<file path="config.mk">
export PLATFORM = sky130hd
export DESIGN_NAME = keypad_digit_entry
export DESIGN_NICKNAME = d
export VERILOG_FILES = /design/src/rtl/keypad_digit_entry.sv
export SDC_FILE = /design/constraint.sdc
export NUM_CORES = 1
export LEC_CHECK = 0
export BUFFER_PORTS_ARGS = -buffer_cell sky130_fd_sc_hd__buf_2
export CORE_ASPECT_RATIO = 1.25
export CORE_MARGIN = 1.5
export CORE_UTILIZATION = 35
export DETAILED_ROUTE_END_ITERATION = 8
export GPL_TIMING_DRIVEN = 0
export PLACE_DENSITY_LB_ADDON = 0.05
export SLEW_MARGIN = 5
export SYNTH_ARGS = -nofsm -noshare
export SYNTH_HDL_FRONTEND = slang
export SYNTH_SLANG_ARGS = --single-unit
</file>
<file path="constraint.sdc">
create_clock -name CLK -period 3.1 [get_ports CLK]
set_input_delay 0.155 -clock CLK [delete_from_list [all_inputs] [get_ports CLK]]
set_output_delay 0.155 -clock CLK [all_outputs]
set_load 0.005 [all_outputs]
</file>
<file path="src/rtl/keypad_digit_entry.sv">
`default_nettype none
// ============================================================================
// Module      : keypad_digit_entry
// Description : 3x4 keypad scanner with debounce, key encoding and a
//               two-digit BCD shift register feeding the display path.
// Revision    : 1.0 - initial release
// ============================================================================
module keypad_digit_entry #(
    parameter int SCAN_DIV  = 12500,
    parameter int DEB_TICKS = 4
) (
    input  logic       CLK,
    input  logic       RESET,
    input  logic [3:0] KEY_ROW,
    output logic [2:0] KEY_COL,
    output logic       KEY_VALID,
    output logic [3:0] KEY_CODE,
    output logic [3:0] DIGIT1,
    output logic [3:0] DIGIT2
);

    localparam int c_div_w = (SCAN_DIV > 1) ? $clog2(SCAN_DIV) : 1;
    localparam int c_cnt_w = $clog2(DEB_TICKS + 1);
    localparam logic [c_div_w-1:0] c_div_last = c_div_w'(SCAN_DIV - 1);
    localparam logic [c_cnt_w-1:0] c_deb_max  = c_cnt_w'(DEB_TICKS);

    typedef enum logic [2:0] {
        ST_IDLE = 3'b000,
        ST_COL1 = 3'b001,
        ST_COL2 = 3'b010,
        ST_COL3 = 3'b100
    } state_t;

    logic [c_div_w-1:0] r_div_cnt;
    logic               w_tick;
    state_t             r_state;
    logic               r_prev_valid;
    logic [3:0]         r_prev_code;
    logic [c_cnt_w-1:0] r_stable_cnt;
    logic [c_cnt_w-1:0] r_rel_cnt;
    logic               r_reported;
    logic               r_key_valid;
    logic [3:0]         r_key_code;
    logic [3:0]         r_digit1;
    logic [3:0]         r_digit2;

    logic               w_raw_valid;
    logic [3:0]         w_raw_code;
    logic [c_cnt_w-1:0] w_stable_next;
    logic [c_cnt_w-1:0] w_rel_next;
    logic               w_accept;

    assign w_tick = (r_div_cnt == c_div_last);

    always_ff @(posedge CLK or posedge RESET) begin
        if (RESET) begin
            r_div_cnt <= '0;
        end else if (w_tick) begin
            r_div_cnt <= '0;
        end else begin
            r_div_cnt <= r_div_cnt + 1'b1;
        end
    end

    // Keypad layout: each column maps its four rows top to bottom.
    always_comb begin
        w_raw_code = 4'd0;
        case (r_state)
            ST_COL1: begin
                case (KEY_ROW)
                    4'b0001: w_raw_code = 4'd1;
                    4'b0010: w_raw_code = 4'd4;
                    4'b0100: w_raw_code = 4'd7;
                    4'b1000: w_raw_code = 4'd10;
                    default: w_raw_code = 4'd0;
                endcase
            end
            ST_COL2: begin
                case (KEY_ROW)
                    4'b0001: w_raw_code = 4'd2;
                    4'b0010: w_raw_code = 4'd5;
                    4'b0100: w_raw_code = 4'd8;
                    4'b1000: w_raw_code = 4'd0;
                    default: w_raw_code = 4'd0;
                endcase
            end
            ST_COL3: begin
                case (KEY_ROW)
                    4'b0001: w_raw_code = 4'd3;
                    4'b0010: w_raw_code = 4'd6;
                    4'b0100: w_raw_code = 4'd9;
                    4'b1000: w_raw_code = 4'd11;
                    default: w_raw_code = 4'd0;
                endcase
            end
            default: w_raw_code = 4'd0;
        endcase
    end

    assign w_raw_valid = $onehot(KEY_ROW) && (r_state != ST_IDLE);

    always_comb begin
        w_stable_next = '0;
        w_rel_next    = '0;
        if (w_raw_valid) begin
            if (r_prev_valid && (r_prev_code == w_raw_code)) begin
                w_stable_next = (r_stable_cnt == c_deb_max) ? c_deb_max
                                                            : r_stable_cnt + 1'b1;
            end else begin
                w_stable_next = c_cnt_w'(1);
            end
        end else begin
            w_rel_next = (r_rel_cnt == c_deb_max) ? c_deb_max : r_rel_cnt + 1'b1;
        end
    end

    assign w_accept = w_raw_valid && (w_stable_next == c_deb_max) && !r_reported;

    always_ff @(posedge CLK or posedge RESET) begin
        if (RESET) begin
            r_state      <= ST_IDLE;
            r_prev_valid <= 1'b0;
            r_prev_code  <= 4'd0;
            r_stable_cnt <= '0;
            r_rel_cnt    <= '0;
            r_reported   <= 1'b0;
            r_key_valid  <= 1'b0;
            r_key_code   <= 4'd0;
        end else begin
            r_key_valid <= 1'b0;
            if (w_tick) begin
                // Any active row locks the column so the debouncer sees one key.
                case (r_state)
                    ST_IDLE: r_state <= ST_COL1;
                    ST_COL1: if (KEY_ROW == 4'b0000) r_state <= ST_COL2;
                    ST_COL2: if (KEY_ROW == 4'b0000) r_state <= ST_COL3;
                    ST_COL3: if (KEY_ROW == 4'b0000) r_state <= ST_COL1;
                    default: r_state <= ST_IDLE;
                endcase
                r_prev_valid <= w_raw_valid;
                r_prev_code  <= w_raw_code;
                r_stable_cnt <= w_stable_next;
                r_rel_cnt    <= w_rel_next;
                if (w_accept) begin
                    r_key_valid <= 1'b1;
                    r_key_code  <= w_raw_code;
                    r_reported  <= 1'b1;
                end else if (!w_raw_valid && (w_rel_next == c_deb_max)) begin
                    r_reported  <= 1'b0;
                end
            end
        end
    end

    always_ff @(posedge CLK or posedge RESET) begin
        if (RESET) begin
            r_digit1 <= 4'd0;
            r_digit2 <= 4'd0;
        end else if (r_key_valid) begin
            if (r_key_code <= 4'd9) begin
                r_digit1 <= r_digit2;
                r_digit2 <= r_key_code;
            end else if (r_key_code == 4'd10) begin
                r_digit1 <= 4'd0;
                r_digit2 <= 4'd0;
            end
        end
    end

    assign KEY_COL   = r_state;
    assign KEY_VALID = r_key_valid;
    assign KEY_CODE  = r_key_code;
    assign DIGIT1    = r_digit1;
    assign DIGIT2    = r_digit2;

endmodule
`default_nettype wire

</file>
# Yosys cells after proc, flatten, opt, wreduce, memory -nomap -nowiden
# Cells that the tools add are included.
# totals
elab_cells	73
input_bits	6
romBits	0
out_inout_bits	16
latch_bits	0
n_memories	0
regBits	42
mem_bits_rw	0
# op_classes
shift	0
reduce_logical	16
add_sub_neg	6
mul	0
n_bitwise	0
magnitude_cmp	1
n_div	0
eq_ne	18
mux	21
# ops
op	count
4-bit case mux with 4 select lines	2
3-bit two-way mux	8
4-bit case mux with 3 select lines	2
3-bit equality test (second input constant)	5
14-bit by 1-bit adder with 14-bit output (second input constant)	1
14-bit equality test (second input constant)	1
14-bit two-way mux	1
4-bit two-way mux	3
3-bit case mux with 4 select lines	1
4-bit equality test (second input constant)	2
3-bit by 1-bit adder with 3-bit output (second input constant)	2
3-bit by 1-bit equality test with 1-bit output (second input constant)	2
2-bit != test (second input constant)	3
2-bit AND reduction	3
1-bit logical AND	5
1-bit by 1-bit adder with 2-bit output	2
4-bit by 1-bit equality test with 1-bit output (second input constant)	1
4-bit by 2-bit equality test with 1-bit output (second input constant)	1
4-bit by 3-bit equality test with 1-bit output (second input constant)	1
4-bit equality test	1
4-bit <= comparator (second input constant)	1
4-bit zero test	1
1-bit two-way mux	4
4-bit AND reduction	1
6 further kinds	8

# Logic depth before layout (Yosys ltp)
# Gate-level depths: netlist of run 1.
# logic_depth
word_depth	12
ltp_mapped	11
mapped_depth_nobuf	10

# Worst setup path after synthesis of run 1
# Ideal clock, no wire load.
# synth_path
kind	in2reg
start	input port KEY_ROW[3]
end	register r_key_code[0], in the netlist KEY_CODE[0]
t_arrival_ns	2.318
path_buffers	1
required_ns	2.975
setup_ns	0.125
path_stages	11
path_slack_ns	0.657
path_cell_list	buf_2 inv_1 fa_1 inv_1 ha_1 ha_1 nor2_1 o311ai_0 nor2_4 nand4_4 mux2_4
# synth_between
elab_chain_cells	11
word_cells_on_any_way	20
classes_between	2 x add/sub; 7 x eq/ne; 6 x mux; 5 x reduce/logical
# synth_rtl
element	line	rtl
from (decl)	14	input logic [3:0] KEY_ROW,
4-bit equality test (tied with other cells)	70, 88	
4-bit case mux with 4 select lines (tied with other cells)	88	case (KEY_ROW)
4-bit case mux with 3 select lines	68	case (r_state)
4-bit equality test	106	if (r_prev_valid && (r_prev_code == w_raw_code)) begin
1-bit logical AND	106	
3-bit two-way mux	106	
3-bit two-way mux	105	if (w_raw_valid) begin
3-bit equality test	117	assign w_accept = w_raw_valid && (w_stable_next == c_deb_max) && !r_reported;
1-bit logical AND (2 in a row)	117	
2-bit AND reduction (no source line)	n/a	
to (signal assigned)	146	r_key_code <= w_raw_code;
to (decl)	43	logic [3:0] r_key_code;
# Parallel ways exist; a longest one is shown, timed or not.
# A chain may end at the register's enable or synchronous reset.

# Final worst setup path of run 1
# layout_path
start	register r_div_cnt[1]
end	register r_rel_cnt[2]
# layout_between
elab_chain_cells	1
# layout_rtl
element	line	rtl
from (decl)	34	logic [c_div_w-1:0] r_div_cnt;
from (signal assigned)	61	r_div_cnt <= r_div_cnt + 1'b1;
14-bit equality test	53	assign w_tick = (r_div_cnt == c_div_last);
to (signal assigned)	143	r_rel_cnt <= w_rel_next;
to (decl)	40	logic [c_cnt_w-1:0] r_rel_cnt;
# No other way between the ends.

==> metrics.md, run 1 <==
| Metric | Value |
|---|---|
| Synth-to-Final Area Change | `14.1%` |
| PostCTS Resize Cnt | `0` |
| Power Dens Cells | `367 mW/mm2` |
| Post-synthesis sequential element count | `42` |
| Final hold vios | `0` |
| Post-CTS setup buffer count | `0` |
| Global placement routability congestion | `0.757` |
| Initial core utilization | `36.4%` |
| Most frequent cells after synthesis | `42 x dfrtp_1, 26 x nand2_1, 20 x nor2_1, 14 x inv_1, 14 x nand3_1` |
| FMAX | `382 MHz` |
| Syn_nets | `260` |
| Slew Viols, Final | `0` |
| Startpoint Class | `register` |
| DR vias/cell | `5.19` |
| Leakage | `1.31 nW` |
| Port buffer count | `21` |
| CORE AREA | `0.00661 mm2` |
| RSZ-0062 raised after global routing | `false` |
| Root Buffer | `clkbuf_8` |
| HP Class | `input pin to async pin` |
| Synth Area per Inst | `9.89 um2` |
| CTS clk-pin slew, worst paths | `90 ps` |
| Final core occ | `41.5%` |
| # rows | `33` |
| GRT Total Usage | `15.4%` |
| Post-synthesis sequential area ratio | `43.7%` |
| CTS tree | `done` |
| Max-cap violations | `0` |
| DRC | `0` |
| Die Wd | `77.1 um` |
| H-tree Lvls | `2` |
| Finished layout cell area | `0.00274 mm2` |
| Vias in the first global route | `1,857` |
| Peak VDD IR | `238 uV` |
| # setup viols final | `0` |
| Wire per inst | `14.5 um` |
| Filler cells | `673` |
| Post-synth top area share | `43.7%` |
| Critical path arrival | `2800 ps` |
| Placement Cell Area | `0.00264 mm2` |
| Global-route wire length before repair | `8860 um` |
| Maximum buffer depth of the clock tree | `2` |
| Period utilisation layout | `84.5%` |
| Die area | `0.00738 mm2` |
| Num CTS Buffers | `5` |
| Mapped Area | `0.00240 mm2` |
| Final HPWL DP | `3720 um` |
| Pwr Total | `1.01 mW` |
| Clock Skew | `9.79 ps` |
| Die height | `95.7 um` |
| Crit path time final | `2620 ps` |
| Total wire length | `5240 um` |
| Yosys cell types | `52` |
| Area contributors post-synth | `dfrtp_1 44%, ha_1 5.2%, xor2_1 4.4%, nand2_1 4.1%, nor2_1 3.1%` |
| Worst-path fanout max | `10` |
| Synth area leader | `dfrtp_1` |
| CP required | `3280 ps` |
| Post-Syn Instances | `243` |
| FFs w/ async S/R, synth | `100%` |
| Status | `finished, final reports clean` |
| Post-detailed-route count of antenna-violating nets | `0` |
| WS Path Type | `register to register` |
| EDFF count, synth | `0` |
| Share of layout cells above drive strength 1 | `17.9%` |
| Antenna violations before repair | `0` |
| Setup total negative slack | `0 ps` |
| Diodes inserted | `0` |
| CP endpoint kind | `register` |
| Yosys Warn Count | `0` |
| Clock sinks | `42` |
| Via total after detailed routing | `1,875` |
| Grt ovf | `0` |
| Count leader, synth | `dfrtp_1` |
| Relative slew slack | `31.0%` |
| First drt pass iteration count | `4` |
| Final #Nets | `290` |
| Worst slew pin tran | `1020 ps` |
| Maximum number of pins on one net before global-route repair | `28` |
| Ys flop type | `dfrtp_1` |
| Initial drt markers | `110` |
| Ports | `22` |
| Clock Latency Late Sink | `300 ps` |
==> final timing paths <==
path / from / to / slack (ps) / cells past startpoint
max: r_div_cnt[1] / r_rel_cnt[2] / 480 / 7
min: RESET / DIGIT1[0] / 360 / 3
max reg2reg: r_div_cnt[1] / r_rel_cnt[2] / 480 / 7
min reg2reg: DIGIT2[2] / DIGIT2[2] / 500 / 2
max in group asynchronous: RESET / r_reported / 2260 / 4
min in group CLK: KEY_ROW[3] / r_prev_code[2] / 390 / 5
==> metrics by stage <==
stage	std cells	setup slack (ps)	hold slack [ps]
finish	361	480	360
global route	361	106	398
CTS	361	436	362
detailed placement	352	171	155
global placement	351	185	476
floorplan	243	657	398
==> power by group <==
group          total (mW)  internal (mW)  switching [mW]
clock               0.379          0.163           0.216
sequential          0.548          0.548        0.000166
combinational      0.0798         0.0289          0.0509
==> cell type report <==
type                       instances  area [um2]  area share (%)
tap                               87         109            3.97
multi-input combinational        176        1230            44.9
sequential                        42        1050            38.3
buffer                            11        68.8            2.51
timing repair buffer              23         135            4.93
clock buffer                       5        68.8            2.51
clock inverter                     3        25.0           0.913
inverter                          14        52.6            1.92
==> critical path, cell delays in order (launching register included) <==
cell      delay (ps)
dfrtp_1          420
ha_1             250
nor4b_1          250
nand3_1          140
nor4_1           540
clkbuf_1         470
buf_2            340
a21oi_1          100
==> sequential cells by signal, indices dropped and copies added, names as in the netlist <==
signal	cells
r_div_cnt	14
DIGIT2	4
KEY_VALID	1
KEY_COL	3
DIGIT1	4
r_prev_code	4
r_stable_cnt	3
r_rel_cnt	3
KEY_CODE	4
r_reported	1
r_prev_valid	1
==> placed cells by master, fill, tap and decap left out, types with 3 or more instances in the layout <==
master	n
mux2_4	3
nand2_1	26
clkbuf_8	5
a21oi_1	6
inv_1	13
nor2_1	20
nor2b_1	5
nor3_1	5
buf_2	25
ha_1	10
o21ai_0	6
xnor2_1	6
xor2_1	12
o31a_1	3
dfrtp_1	42
clkbuf_1	3
nand4_1	5
a22o_1	7
and3_1	5
nand3_1	14
o21ai_1	3
==> metal layers <==
metal	wire length (um)	global-route usage, %
met5	0	0
met4	87	5.45
met3	146	2.78
met2	2580	27.5
met1	2420	18.5
==> kinds of logic (layout without fill, tap and decap cells) <==
group	count (synthesis)	after routing	synth area share, %
compound gates	43	43	13.3
xor+xnor	18	18	6.56
fa+ha+maj	11	11	6.04
buf+inv	25	56	5.05
flops	42	42	43.7
mux	7	7	3.64
simple gates	97	97	21.7
==> what timing repair did <==
action | in CTS | in global routing
setup endpoints to repair | 0 | 0
endpoints found under the hold margin | 15 | 0
hold buffers | 1 | 0
No activity file was read; power rests on OpenSTA's default activity.
==> inputs of run 2 (changes only) <==
==> constraint.sdc (replaced) <==
create_clock -name CLK -period 2.61 [get_ports CLK]
set_input_delay 0.1305 -clock CLK [delete_from_list [all_inputs] [get_ports CLK]]
set_output_delay 0.1305 -clock CLK [all_outputs]
set_load 0.005 [all_outputs]
==> metrics.md, run 2 (synthesis results as in run 1) <==
| Metric | Value |
|---|---|
| GRT Total Usage | `15.4%` |
| Worst r2r path cells | `7` |
| Largest register FFs | `14` |
| Sw frac | `26.7%` |
| Synth-to-Final Area Change | `14.6%` |
| CP Buf/Inv Count | `1` |
| Total wire length | `5220 um` |
| Via total after detailed routing | `1,864` |
| Leakage | `1.31 nW` |
| Die area | `0.00738 mm2` |
| Die Wd | `77.1 um` |
| Diodes inserted | `0` |
| Ports | `22` |
| Peak VDD IR | `286 uV` |
| # setup viols final | `0` |
| Num CTS Buffers | `5` |
| DP Cell Count | `352` |
| # rows | `33` |
| Final hold vios | `0` |
| Clock Skew | `9.20 ps` |
| Post-CTS setup buffer count | `0` |
| Cell internal pwr | `0.879 mW` |
| Clk pwr share | `37.8%` |
| H-tree Lvls | `2` |
| Crit path time final | `2440 ps` |
| R2R setup slack | `170 ps` |
| Global placement routability congestion | `0.757` |
| DR vias/cell | `5.16` |
| Period utilisation layout | `93.4%` |
| Cell type of the slowest stage on the worst timing path | `dfrtp_1` |
| Relative slew slack | `53.9%` |
| Initial core utilization | `36.4%` |
| Wire per inst | `14.4 um` |
| Maximum number of pins on one net before global-route repair | `28` |
| Worst path cell trace | `buf_4, or3b_1, o32ai_2, o21ai_1, a211oi_2, nand4_4, mux2_4` |
| Worst slack, placed | `-295 ps` |
| Maximum buffer depth of the clock tree | `2` |
| First drt pass iteration count | `4` |
| Power Dens Cells | `435 mW/mm2` |
| Port buffer count | `21` |
| Most common cell after layout, fill and taps aside | `dfrtp_1` |
| Clock Latency Late Sink | `300 ps` |
| Post-detailed-route count of antenna-violating nets | `0` |
| Vias in the first global route | `1,857` |
| Multi-input gate area | `0.00124 mm2` |
| Largest Register | `r_div_cnt` |
| Slew Viols, Final | `0` |
| Worst R2R Start | `KEY_COL[0]` |
| CTS tree | `done` |
| Share of layout cells above drive strength 1 | `19.0%` |
| Filler cells | `670` |
| Clock sinks | `42` |
| Max-cap violations | `0` |
| Critical path arrival | `2640 ps` |
| Commonest non-fill, non-tap cells in the layout | `42 x dfrtp_1, 26 x nand2_1, 25 x buf_2, 20 x nor2_1, 14 x nand3_1` |
| Die height | `95.7 um` |
| FMAX | `410 MHz` |
| Placement Cell Area | `0.00264 mm2` |
| Final #Nets | `290` |
| CP required | `2810 ps` |
| Layout Cells excl Fill | `361` |
| Comb pwr share | `8.0%` |
| Net load switching power | `0.320 mW` |
| RSZ-0062 raised after global routing | `false` |
| Finished layout cell area | `0.00276 mm2` |
| Status | `finished, final reports clean` |
| Final core occ | `41.7%` |
| CP top delay family | `compound AO/OA/AOI/OAI gates` |
| Root Buffer | `clkbuf_8` |
| Global-route wire length before repair | `8860 um` |
| Slowest cell delay on critical path | `390 ps` |
| Antenna violations before repair | `0` |
| Worst-path fanout max | `6` |
| CORE AREA | `0.00661 mm2` |
| Final HPWL DP | `3720 um` |
| Worst reg2reg endpoint | `KEY_CODE[2]` |
| Worst slew pin tran | `680 ps` |
| DRC | `0` |
| Pwr Total | `1.20 mW` |
| WS Path Type | `register to register` |
| CP endpoint kind | `register` |
| HP Class | `input pin to async pin` |
| CTS clk-pin slew, worst paths | `90 ps` |
| Startpoint Class | `register` |
| Seq pwr share | `54.3%` |
| Register Area | `0.00105 mm2` |
| Worst Slack Setup Final | `171 ps` |
| Grt ovf | `0` |
| Initial drt markers | `134` |
==> run 2: cell types whose count changed in the layout (fill, tap and decap cells not counted) <==
cell	delta
nor4_1	-1
clkbuf_2	+1
o311ai_0	-1
clkbuf_1	-1
nor4b_2	+1
nor4_2	+1
nor4b_1	-1
o311ai_1	+1
==> run 2: power groups by stage <==
stage / Sequential [mW] / Combinational [mW] / Clock [mW]
4_1_cts: 0.651 / 0.0969 / 0.478
6_report: 0.651 / 0.0956 / 0.453
2_1_floorplan: 0.664 / 0.0649 / 0
3_5_place_dp: 0.664 / 0.0953 / 0
5_1_grt: 0.651 / 0.109 / 0.491
3_3_place_gp: 0.664 / 0.0907 / 0
==> run 2: worst max-delay path by stage <==
| stage | start | endpoint | slack (ps) | depth (start not counted) |
|---|---|---|---|---|
| after floorplan | KEY_ROW[3] | KEY_CODE[0] | 190 | 11 |
| after global placement | KEY_ROW[3] | KEY_CODE[2] | -280 | 12 |
| after detailed placement | KEY_ROW[3] | KEY_CODE[2] | -290 | 12 |
| after CTS | KEY_ROW[3] | KEY_CODE[2] | 50 | 12 |
| after global routing | r_div_cnt[1] | KEY_COL[0] | 20 | 8 |
| final | KEY_COL[0] | KEY_CODE[2] | 170 | 7 |
==> run 2: final cells by class <==
type,count,area share [%]
well taps,87,3.95
clock inverters,3,0.908
repair buffers,23,4.90
inverters,14,1.91
multi-input cells,176,45.1
plain buffers,11,2.54
flip-flops and latches,42,38.1
clock buffers,5,2.50
==> run 2: tightest hold or removal path, cell delays in order <==
cell,delay (ps)
dlygate4sd3_1,530
buf_2,120
inv_2,280
==> run 2: metal layers <==
metal	GRT usage, %	up-vias	part of all wire (%)	routed length (um)
met1	18.5	908	46	2420
li1	-	926	-	-
met5	0	-	0	0
met3	2.78	8	2.7	141
met2	27.5	22	49	2570
met4	5.45	0	1.7	87
==> run 2: timing repair <==
action                     CTS  global route
pin swaps                    0             0
hold buffers                 1             0
hold endpoints to repair    15             0
setup endpoints to repair   10            19
resized for setup            1             3
==> run 2: through the flow <==
stage               TNS [ps]  hold WS [ps]
finish                     0           334
global route               0           374
CTS                        0           337
detailed placement     -1480           130
global placement       -1150           476
floorplan                  0           374
==> inputs of run 3 (changes only) <==
--- a/config.mk
+++ b/config.mk
@@ -5,11 +5,11 @@
 export SDC_FILE = /design/constraint.sdc
 export NUM_CORES = 1
 export LEC_CHECK = 0
-export BUFFER_PORTS_ARGS = -buffer_cell sky130_fd_sc_hd__buf_2
-export CORE_ASPECT_RATIO = 1.25
+export CORE_ASPECT_RATIO = 0.7
 export CORE_MARGIN = 1.5
 export CORE_UTILIZATION = 35
 export DETAILED_ROUTE_END_ITERATION = 8
+export DONT_BUFFER_PORTS = 1
 export GPL_TIMING_DRIVEN = 0
 export PLACE_DENSITY_LB_ADDON = 0.05
 export SLEW_MARGIN = 5
==> metrics.md, run 3 (synthesis results as in run 1) <==
| Metric | Value |
|---|---|
| Relative slew slack | `39.2%` |
| Crit path time final | `2450 ps` |
| Leakage | `1.21 nW` |
| CP endpoint kind | `register` |
| Num CTS Buffers | `5` |
| Total wire length | `5010 um` |
| Clock Latency Late Sink | `300 ps` |
| Startpoint Class | `register` |
| Worst r2r path cells | `7` |
| Critical path arrival | `2630 ps` |
| R2R setup slack | `160 ps` |
| Grt ovf | `0` |
| GRT Total Usage | `15.2%` |
| Most common cell after layout, fill and taps aside | `dfrtp_1` |
| Wire per inst | `14.4 um` |
| Port buffer count | `0` |
| Final core occ | `40.0%` |
| Share of layout cells above drive strength 1 | `11.9%` |
| DR vias/cell | `4.98` |
| Slew Viols, Final | `0` |
| Finished layout cell area | `0.00268 mm2` |
| Largest Register | `r_div_cnt` |
| # rows | `25` |
| CORE AREA | `0.00669 mm2` |
| Clock sinks | `42` |
| Initial core utilization | `35.9%` |
| DRC | `0` |
| DP Cell Count | `338` |
| Pwr Total | `1.26 mW` |
| Setup total negative slack | `0 ps` |
| Ports | `22` |
| WS Path Type | `register to register` |
| Global placement routability congestion | `0.758` |
| HP Class | `input pin to async pin` |
| Maximum number of pins on one net before global-route repair | `33` |
| CP required | `2790 ps` |
| CTS clk-pin slew, worst paths | `90 ps` |
| FMAX | `408 MHz` |
| Worst slack, placed | `-123 ps` |
| Filler cells | `693` |
| Antenna violations before repair | `0` |
| Diodes inserted | `0` |
| Layout Cells excl Fill | `347` |
| Final #Nets | `269` |
| Worst slew pin tran | `900 ps` |
| Placement Cell Area | `0.00254 mm2` |
| Maximum buffer depth of the clock tree | `2` |
| Status | `finished, final reports clean` |
| Initial drt markers | `69` |
| Post-detailed-route count of antenna-violating nets | `0` |
| Worst R2R Start | `KEY_COL[0]` |
| Min Hold Slack | `204 ps` |
| Die height | `72.3 um` |
| Die Wd | `102 um` |
| Synth-to-Final Area Change | `11.3%` |
| Clock Skew | `9.27 ps` |
| Via total after detailed routing | `1,727` |
| Max-cap violations | `0` |
| Root Buffer | `clkbuf_8` |
| Power Dens Cells | `471 mW/mm2` |
| Worst Slack Setup Final | `160 ps` |
| Commonest non-fill, non-tap cells in the layout | `42 x dfrtp_1, 26 x nand2_1, 20 x nor2_1, 14 x nand3_1, 13 x inv_1` |
| Final HPWL DP | `3690 um` |
| Global-route wire length before repair | `8490 um` |
| First drt pass iteration count | `4` |
| H-tree Lvls | `2` |
| CTS tree | `done` |
| Peak VDD IR | `191 uV` |
| Worst-path fanout max | `6` |
| Period utilisation layout | `93.9%` |
| Die area | `0.00738 mm2` |
| Final hold vios | `0` |
| Largest register FFs | `14` |
| # setup viols final | `0` |
| Vias in the first global route | `1,662` |
| Worst reg2reg endpoint | `KEY_CODE[1]` |
[run 3: cell types whose count changed in the layout (fill, tap and decap cells not counted)]
cell | before | now
clkbuf_1 | 2 | 3
bufinv_16 | 0 | 1
inv_6 | 1 | 0
buf_2 | 25 | 4
o311ai_1 | 1 | 0
o311ai_0 | 0 | 1
clkinv_4 | 1 | 0
[run 3: worst max-delay path by stage]
stage / from / to / slack, ps / cells after the start
after floorplan: KEY_ROW[3] / KEY_CODE[0] / 190 / 11
after global placement: KEY_ROW[3] / KEY_CODE[0] / -110 / 11
after detailed placement: KEY_ROW[3] / KEY_CODE[0] / -120 / 11
after CTS: r_div_cnt[0] / r_rel_cnt[2] / 50 / 7
after global routing: r_div_cnt[0] / KEY_CODE[0] / -8 / 8
final: KEY_COL[0] / KEY_CODE[1] / 160 / 7
[run 3: power by group]
part / switching, mW / internal (mW) / total (mW)
sequential: 0.000298 / 0.650 / 0.651
clock: 0.236 / 0.286 / 0.522
combinational: 0.0562 / 0.0311 / 0.0873
total: 0.293 / 0.967 / 1.26
[run 3: repair_timing]
| item | CTS | global route |
|---|---|---|
| setup buffers | 0 | 0 |
| endpoints found under the setup margin | 0 | 17 |
| endpoints found under the hold margin | 42 | 0 |
| resized for setup | 0 | 4 |
| hold buffers | 1 | 0 |
[run 3: layout make-up]
| cell class | instances | area (um2) | share of cell area, % |
|---|---|---|---|
| buffer | 11 | 70.1 | 2.62 |
| clock buffer | 6 | 72.6 | 2.71 |
| clock inverter | 2 | 37.5 | 1.40 |
| inverter | 14 | 52.6 | 1.96 |
| multi-input combinational | 176 | 1240 | 46.5 |
| sequential | 42 | 1050 | 39.3 |
| tap | 94 | 118 | 4.40 |
| timing repair buffer | 2 | 30.0 | 1.12 |
[run 3: per-layer routing]
metal	wire length [um]	vias to the layer above	track usage, %
met5	0	-	0
met4	46	0	4.57
met3	207	5	4.34
met2	1990	22	21.0
met1	2760	819	22.7
li1	-	881	-
[run 3: critical path, stage by stage (launching register included)]
cell	delay [ps]
dfrtp_1	400
buf_4	170
or3b_1	380
o32ai_2	270
o21ai_1	190
a211oi_2	370
nand4_4	220
mux2_4	340
